==> config.mk <==
export PLATFORM = sky130hd
export DESIGN_NAME = mux_rr_arbiter_flat
export DESIGN_NICKNAME = d
export VERILOG_FILES = /design/src/rtl/mux_rr_arbiter_if.sv /design/src/rtl/mux_rr_arbiter.sv /design/src/flat_wrapper.sv
export SDC_FILE = /design/constraint.sdc
export NUM_CORES = 1
export LEC_CHECK = 0
export ABC_CLOCK_PERIOD_IN_PS = 1980
export CORE_AREA = 2 2 65 49
export CTS_CLUSTER_DIAMETER = 60
export CTS_CLUSTER_SIZE = 28
export DETAILED_ROUTE_END_ITERATION = 16
export DIE_AREA = 0 0 67 51
export PLACE_DENSITY = 0.78
export SETUP_SLACK_MARGIN = 0.05
export SYNTH_ARGS = -nofsm -noshare
export SYNTH_HDL_FRONTEND = slang
export SYNTH_SLANG_ARGS = --single-unit
==> constraint.sdc <==
create_clock -name clk -period 1.98 [get_ports clk]
set_input_delay 0.495 -clock clk [delete_from_list [all_inputs] [get_ports clk]]
set_output_delay 0.495 -clock clk [all_outputs]
set_load 0.05 [all_outputs]
==> src/rtl/mux_rr_arbiter_if.sv <==
// rtl/mux_rr_arbiter_if.sv - handshake bundle between two sources, the arbiter and the simplemux side
interface mux_rr_arbiter_if #(
    parameter int WIDTH = 4,
    parameter int CNT_W = 8
);
    logic [WIDTH-1:0] a_data;
    logic             a_valid;
    logic             a_ready;
    logic [WIDTH-1:0] b_data;
    logic             b_valid;
    logic             b_ready;
    logic [WIDTH-1:0] c_data;
    logic             c_valid;
    logic             c_ready;
    logic             se;
    logic             en;
    logic [CNT_W-1:0] a_cnt;
    logic [CNT_W-1:0] b_cnt;

    // Drives sources and downstream ready, observes everything the arbiter produces.
    modport master (
        output a_data, a_valid, b_data, b_valid, c_ready,
        input  a_ready, b_ready, c_data, c_valid, se, en, a_cnt, b_cnt
    );

    // The arbiter itself.
    modport slave (
        input  a_data, a_valid, b_data, b_valid, c_ready,
        output a_ready, b_ready, c_data, c_valid, se, en, a_cnt, b_cnt
    );
endinterface

==> src/rtl/mux_rr_arbiter.sv <==
// rtl/mux_rr_arbiter.sv - two-channel round-robin arbiter with one-entry output register
module mux_rr_arbiter #(
    parameter int WIDTH = 4,
    parameter int CNT_W = 8
) (
    input  logic             clk,
    input  logic             rst,
    mux_rr_arbiter_if.slave  bus
);
    typedef enum logic {
        ST_EMPTY = 1'b0,
        ST_FULL  = 1'b1
    } state_t;

    state_t           state_q;
    state_t           state_d;
    logic             load;
    logic             grant_a;
    logic             grant_b;
    logic             last_grant_b;
    logic [WIDTH-1:0] c_data_q;
    logic             se_q;
    logic [CNT_W-1:0] a_cnt_q;
    logic [CNT_W-1:0] b_cnt_q;

    // The slot can take a new beat when empty or when the held beat leaves this cycle.
    assign load = (state_q == ST_EMPTY) || bus.c_ready;

    // Round-robin pick: contested cycles go to the channel not granted last time.
    always_comb begin
        grant_a = 1'b0;
        grant_b = 1'b0;
        if (load) begin
            if (bus.a_valid && (!bus.b_valid || last_grant_b)) begin
                grant_a = 1'b1;
            end else if (bus.b_valid) begin
                grant_b = 1'b1;
            end
        end
    end

    // Output register occupancy: refilled on a grant, emptied when freed without one.
    always_comb begin
        state_d = state_q;
        if (load) begin
            state_d = (grant_a || grant_b) ? ST_FULL : ST_EMPTY;
        end
    end

    // Occupancy state register.
    always_ff @(posedge clk or posedge rst) begin
        if (rst) begin
            state_q <= ST_EMPTY;
        end else begin
            state_q <= state_d;
        end
    end

    // Data, select, fairness pointer and beat counters; an ungranted free slot
    // clears c_data so it matches a disabled simplemux, while se keeps its value.
    always_ff @(posedge clk or posedge rst) begin
        if (rst) begin
            c_data_q     <= '0;
            se_q         <= 1'b0;
            last_grant_b <= 1'b1;
            a_cnt_q      <= '0;
            b_cnt_q      <= '0;
        end else if (grant_a) begin
            c_data_q     <= bus.a_data;
            se_q         <= 1'b0;
            last_grant_b <= 1'b0;
            a_cnt_q      <= a_cnt_q + 1'b1;
        end else if (grant_b) begin
            c_data_q     <= bus.b_data;
            se_q         <= 1'b1;
            last_grant_b <= 1'b1;
            b_cnt_q      <= b_cnt_q + 1'b1;
        end else if (load) begin
            c_data_q     <= '0;
        end
    end

    assign bus.a_ready = grant_a;
    assign bus.b_ready = grant_b;
    assign bus.c_data  = c_data_q;
    assign bus.c_valid = (state_q == ST_FULL);
    assign bus.en      = (state_q == ST_FULL);
    assign bus.se      = se_q;
    assign bus.a_cnt   = a_cnt_q;
    assign bus.b_cnt   = b_cnt_q;
endmodule

==> src/flat_wrapper.sv <==
// flat-port wrapper written by rule: the top's interface ports become plain ports
module mux_rr_arbiter_flat 
#(
    parameter int WIDTH = 4,
    parameter int CNT_W = 8
)
  (clk, rst, bus_a_data, bus_a_valid, bus_b_data, bus_b_valid, bus_c_ready, bus_a_ready, bus_b_ready, bus_c_data, bus_c_valid, bus_se, bus_en, bus_a_cnt, bus_b_cnt);
  mux_rr_arbiter_if #(.WIDTH(WIDTH), .CNT_W(CNT_W)) bus_i ();
  input  logic clk;
  input  logic rst;
  input wire logic [$bits(bus_i.a_data)-1:0] bus_a_data;
  input wire logic [$bits(bus_i.a_valid)-1:0] bus_a_valid;
  input wire logic [$bits(bus_i.b_data)-1:0] bus_b_data;
  input wire logic [$bits(bus_i.b_valid)-1:0] bus_b_valid;
  input wire logic [$bits(bus_i.c_ready)-1:0] bus_c_ready;
  output wire logic [$bits(bus_i.a_ready)-1:0] bus_a_ready;
  output wire logic [$bits(bus_i.b_ready)-1:0] bus_b_ready;
  output wire logic [$bits(bus_i.c_data)-1:0] bus_c_data;
  output wire logic [$bits(bus_i.c_valid)-1:0] bus_c_valid;
  output wire logic [$bits(bus_i.se)-1:0] bus_se;
  output wire logic [$bits(bus_i.en)-1:0] bus_en;
  output wire logic [$bits(bus_i.a_cnt)-1:0] bus_a_cnt;
  output wire logic [$bits(bus_i.b_cnt)-1:0] bus_b_cnt;
  assign bus_i.a_data = bus_a_data;
  assign bus_i.a_valid = bus_a_valid;
  assign bus_i.b_data = bus_b_data;
  assign bus_i.b_valid = bus_b_valid;
  assign bus_i.c_ready = bus_c_ready;
  assign bus_a_ready = bus_i.a_ready;
  assign bus_b_ready = bus_i.b_ready;
  assign bus_c_data = bus_i.c_data;
  assign bus_c_valid = bus_i.c_valid;
  assign bus_se = bus_i.se;
  assign bus_en = bus_i.en;
  assign bus_a_cnt = bus_i.a_cnt;
  assign bus_b_cnt = bus_i.b_cnt;
  mux_rr_arbiter #(.WIDTH(WIDTH), .CNT_W(CNT_W)) u_core (.clk(clk), .rst(rst), .bus(bus_i));
endmodule
# Word level (Yosys, flattened, before mapping)
# Cells that the tools add are included.
op_classes:
  mux: 11
  order_cmp: 0
  div_mod_pow: 0
  bitwise: 2
  eq_ne: 0
  add_sub_neg: 2
  shifts: 0
  mul: 0
  n_reduce_logical: 8
ops:
  columns: ["cell", "count"]
  rows:
  - ["adder 8 x 1 -> 8 bit, second input constant", 2]
  - ["two-way mux 4 bit", 3]
  - ["two-way mux 1 bit", 8]
  - ["logical OR 1 bit", 3]
  - ["nonzero test 3 bit", 1]
  - ["NOT 1 bit", 2]
  - ["AND reduction 2 bit", 1]
  - ["nonzero test 2 bit", 1]
  - ["logical AND 1 bit", 1]
  - ["logical NOT 1 bit", 1]
totals:
  register_bits: 23
  rom_bits: 0
  inputBits: 13
  word_cells: 29
  out_inout_bits: 25
  mem_count: 0
  latch_bits: 0
  ram_bits: 0

# Depth between registers and ports, before layout
depth:
  ltp_word: 7
  mapped_depth: 6
  ltp_nobuf: 4

# Worst setup path after synthesis
# Ideal clock, no wire load.
synth_timing:
  kind: "register to output"
  start: "reg u_core.state_q, in the netlist u_core.bus.c_valid"
  end: "out bus_b_ready"
  required_ns: 1.485
  slack_ns: 0.060
  stages_incl_launch_ff: 5
  n_path_buf: 2
  arrival_time_ns: 1.425
  cell_sequence: "dfrtp_1 -> nor2b_4 -> buf_6 -> a211oi_4 -> buf_6"
synth_via:
  elab_chain_len: 3
synth_lines:
  columns: ["element", "line", "text"]
  rows:
  - ["from (decl)", "mux_rr_arbiter.sv:15", "state_t state_q;"]
  - ["from (signal assigned)", "mux_rr_arbiter.sv:55", "state_q <= state_d;"]
  - ["NOT 1 bit", "mux_rr_arbiter.sv:27", "assign load = (state_q == ST_EMPTY) || bus.c_ready;"]
  - ["logical OR 1 bit", "mux_rr_arbiter.sv:27", null]
  - ["two-way mux 1 bit", "mux_rr_arbiter.sv:33", "if (load) begin"]
  - ["to (decl)", "flat_wrapper.sv:17", "output wire logic [$bits(bus_i.b_ready)-1:0] bus_b_ready;"]
# No other way between the ends.

# Final worst setup path
layout_timing:
  start: "in bus_b_valid"
  end: "out bus_a_ready"
layout_via:
  elab_chain_len: 5
layout_lines:
  columns: ["element", "line", "text"]
  rows:
  - ["from (decl)", "flat_wrapper.sv:14", "input wire logic [$bits(bus_i.b_valid)-1:0] bus_b_valid;"]
  - ["logical NOT 1 bit", "mux_rr_arbiter.sv:34", "if (bus.a_valid && (!bus.b_valid || last_grant_b)) begin"]
  - ["logical OR 1 bit", "mux_rr_arbiter.sv:34", null]
  - ["logical AND 1 bit", "mux_rr_arbiter.sv:34", null]
  - ["two-way mux 1 bit", "mux_rr_arbiter.sv:34", null]
  - ["two-way mux 1 bit", "mux_rr_arbiter.sv:33", null]
  - ["to (decl)", "flat_wrapper.sv:16", "output wire logic [$bits(bus_i.a_ready)-1:0] bus_a_ready;"]
# No other way between the ends.

==> flow_metrics.env <==
export IMPL_status="complete, no violations"
export IMPL_setup_viol=0
export IMPL_root_buffer="clkbuf_8"
export IMPL_slowest_delay_ns=0.26
export IMPL_htreeDepth=1
export IMPL_synth_simple_area_share_pct=13.3
export IMPL_grt_max_degree=24
export IMPL_relSlewSlack_pct=79.4
export IMPL_maxSlewViolCount=0
export IMPL_initial_core_util_pct=36.0
export IMPL_layoutNonFillerInstCount=166
export IMPL_clock_sinks=23
export IMPL_tns_ns=0
export IMPL_max_vdd_ir_drop_uv=482
export IMPL_synth_nets=94
export IMPL_synth_distinct_cells=24
export IMPL_period_minus_slack_ns=1.88
export IMPL_hold_buffers=0
export IMPL_design_area_um2=1520
export IMPL_critPathKind="input pin to output port"
export IMPL_die_area_um2=3420
export IMPL_total_power_mw=2.05
export IMPL_power_density_nw_per_um2=1350
export IMPL_clock_latency_ns=0.26
export IMPL_cap_viol_max_count=0
export IMPL_finalCritPeriodShare_pct=94.8
export IMPL_reg2reg_from="u_core.bus.c_valid"
export IMPL_yosysWarningCount=0
export IMPL_detailedPlace_worstSlack_ns=-0.146
export IMPL_synth_compound_area_share_pct=7.44
export IMPL_tightest_slew_ns=0.309
export IMPL_synthAdderAreaFrac_pct=2.40
export IMPL_ios=38
export IMPL_grt_pass1_wl_mm=3.44
export IMPL_area_delta_synth_final_pct=45.9
export IMPL_fin_nets=144
export IMPL_required_ns=1.48
export IMPL_drc=0
export IMPL_slowest_stage="dlygate4sd2_1"
export IMPL_n_fill_cell=279
export IMPL_grt_use_total_pct=13.6
export IMPL_setup_ws_ns=0.104
export IMPL_fmax_mhz=533
export IMPL_die_x_um=67
export IMPL_cp_startpoint="bus_b_valid"
export IMPL_wirelength_mm=2.14
export IMPL_synth_mux_area_share_pct=2.16
export IMPL_post_dp_cell_area_um2=1450
export IMPL_coreArea_um2=2890
export IMPL_drtIter0Drc=59
export IMPL_ys_seq_area_share_pct=55.3
export IMPL_diodes=0
export IMPL_hold_viol=0
export IMPL_crit_arrival_ns=1.38
export IMPL_via_per_inst=4.71
export IMPL_grt_overflow_total=0
export IMPL_synth_xor_area_share_pct=13.2
export IMPL_ys_ff_latch=23
export IMPL_numCtsBuffers=3
export IMPL_syn_area_per_cell_um2=13.2
export IMPL_vias=782
export IMPL_path_max_fanout=3
export IMPL_leakagePower_nw=0.756
export IMPL_hp_class="register to register"
export IMPL_clockBufferDepth=2
export IMPL_hold_path_startpoint="u_core.bus.a_cnt[7]"
export IMPL_syn_area_um2=1040
export IMPL_path_cells="dlygate4sd2_1, nor2b_2, nor3b_2, buf_4, buf_12"
export IMPL_dp_cells=159
export IMPL_drive_gt1_share_pct=43.0
export IMPL_fin_skew_ns=0.00155
export IMPL_port_buffers=37
export IMPL_netlist_instances=79
export IMPL_startpoint_type="input pin"
export IMPL_antenna_left=0
export IMPL_synth_top_family_by_area="simple AND/OR/NAND/NOR gates"
export IMPL_avgRoutedWirePerCell_um=12.9
export IMPL_cts_tree="built"
export IMPL_clk_pin_slew_ns=0.08
export IMPL_gp_congestion=0.752
export IMPL_rows=17
export IMPL_fp_dieH_um=51
export IMPL_antenna_found_initial=0
export IMPL_dp_hpwl_mm=1.66
export IMPL_grt_pass1_vias=764
export IMPL_drt_pass1_iterations=4
export IMPL_end_kind="output port"
export IMPL_rsz0062_at_grt="false"
[placed cells by master (no fill, tap or decap)]
| cell type | instances |
|---|---|
| nand2_2 | 1 |
| xnor2_2 | 2 |
| a211oi_4 | 1 |
| nand2_1 | 1 |
| xor2_1 | 3 |
| or3_2 | 1 |
| nor2b_4 | 1 |
| nand3_1 | 2 |
| dfstp_2 | 1 |
| nand2_4 | 1 |
| ha_1 | 2 |
| and3_1 | 3 |
| a222oi_1 | 4 |
| nor2b_2 | 1 |
| clkbuf_8 | 3 |
| buf_4 | 35 |
| xnor2_1 | 9 |
| nand4_1 | 7 |
| dlygate4sd2_1 | 3 |
| clkinv_2 | 1 |
| clkdlybuf4s50_1 | 9 |
| nor3_1 | 1 |
| a21o_2 | 2 |
| buf_12 | 2 |
| inv_1 | 7 |
| nor3b_2 | 1 |
| mux2_2 | 2 |
| dfrtp_1 | 22 |
[area by class of cell]
type	count	area [um2]	area share (%)
clock buffer	3	41.3	2.72
inverter	7	26.3	1.73
sequential	23	577	37.9
tap	38	47.5	3.13
multi-input combinational	45	404	26.6
clock inverter	1	5.00	0.329
timing repair buffer	49	419	27.6
[stage by stage]
| step | utilization (%) | hold slack [ns] |
|---|---|---|
| after floorplan | - | 0.496 |
| after global placement | 50.2 | 0.462 |
| after detailed placement | 50.2 | 0.468 |
| after CTS | 52.6 | 0.479 |
| after global routing | 52.6 | 0.506 |
| final | 52.6 | 0.472 |
[report_power, final]
part / total (mW) / internal (mW) / switching, mW
Combinational: 0.999 / 0.359 / 0.640
Clock: 0.278 / 0.140 / 0.138
Sequential: 0.769 / 0.604 / 0.165
[worst paths after layout]
path | end | slack [ns] | depth (start not counted)
max | bus_a_ready | 0.10 | 5
max reg2reg | u_core.bus.b_cnt[1] | 0.37 | 5
min in group asynchronous | u_core.bus.b_cnt[4] | 0.57 | 3
min reg2reg | u_core.bus.a_cnt[7] | 0.47 | 1
min | u_core.bus.a_cnt[7] | 0.47 | 1
max in group asynchronous | u_core.last_grant_b | 1.13 | 3
[worst max-delay path: cells and delay by family]
kind | cells | cell delay [ns]
buffers and inverters | 3 | 0.55
AND/OR/NAND/NOR | 2 | 0.33
[logic make-up (layout without fill, tap and decap cells)]
family | count (synthesis) | in the layout
and+or+nand+nor | 20 | 20
adders and majority gates | 2 | 2
xor gates and xnor gates | 14 | 14
AOI/OAI and AO/OA | 7 | 7
DFF | 23 | 23
muxes | 2 | 2
buffers and inverters | 11 | 60
[state kept, by name, indices dropped and copies added (netlist names)]
register	count
u_core.bus.a_cnt	8
u_core.bus.b_cnt	8
u_core.bus.c_data	4
u_core.bus.c_valid	1
u_core.bus.se	1
u_core.last_grant_b	1
[Yosys cell counts]
master     n  share of area, %
nor3b_2    1               1.2
buf_6      2               2.2
xnor2_2    2               3.1
or3_2      1              0.72
dfrtp_1   22                53
nand2_1    1              0.36
xnor2_1    9               7.6
and3_1     3               1.8
buf_4      2               1.4
nor2b_1    1              0.60
a21o_2     2               1.7
a211oi_4   1               1.9
mux2_2     2               2.2
nor2b_4    1               1.3
nor3_1     1              0.48
xor2_1     3               2.5
a222oi_1   4               3.8
dfstp_2    1               2.5
nand3_1    2              0.96
ha_1       2               2.4
nand2_4    1               1.1
inv_1      7               2.5
nand2_2    1              0.60
nand4_1    7               4.2
[routing by layer]
metal  up-vias  GRT usage [%]  share of wire [%]
met4         0           4.08                  0
li1        371              -                  -
met3         0           4.41                6.7
met2        30           20.1                 46
met5         -              0                  0
met1       381           19.0                 48
[timing repair]
item                                   in CTS  in global routing
setup buffers                               3                  0
pin swaps                                   2                  1
gates resized for setup                     4                  0
setup endpoints to repair                   2                  1
endpoints found under the hold margin       0                  0
No activity file was read; power rests on OpenSTA's default activity.
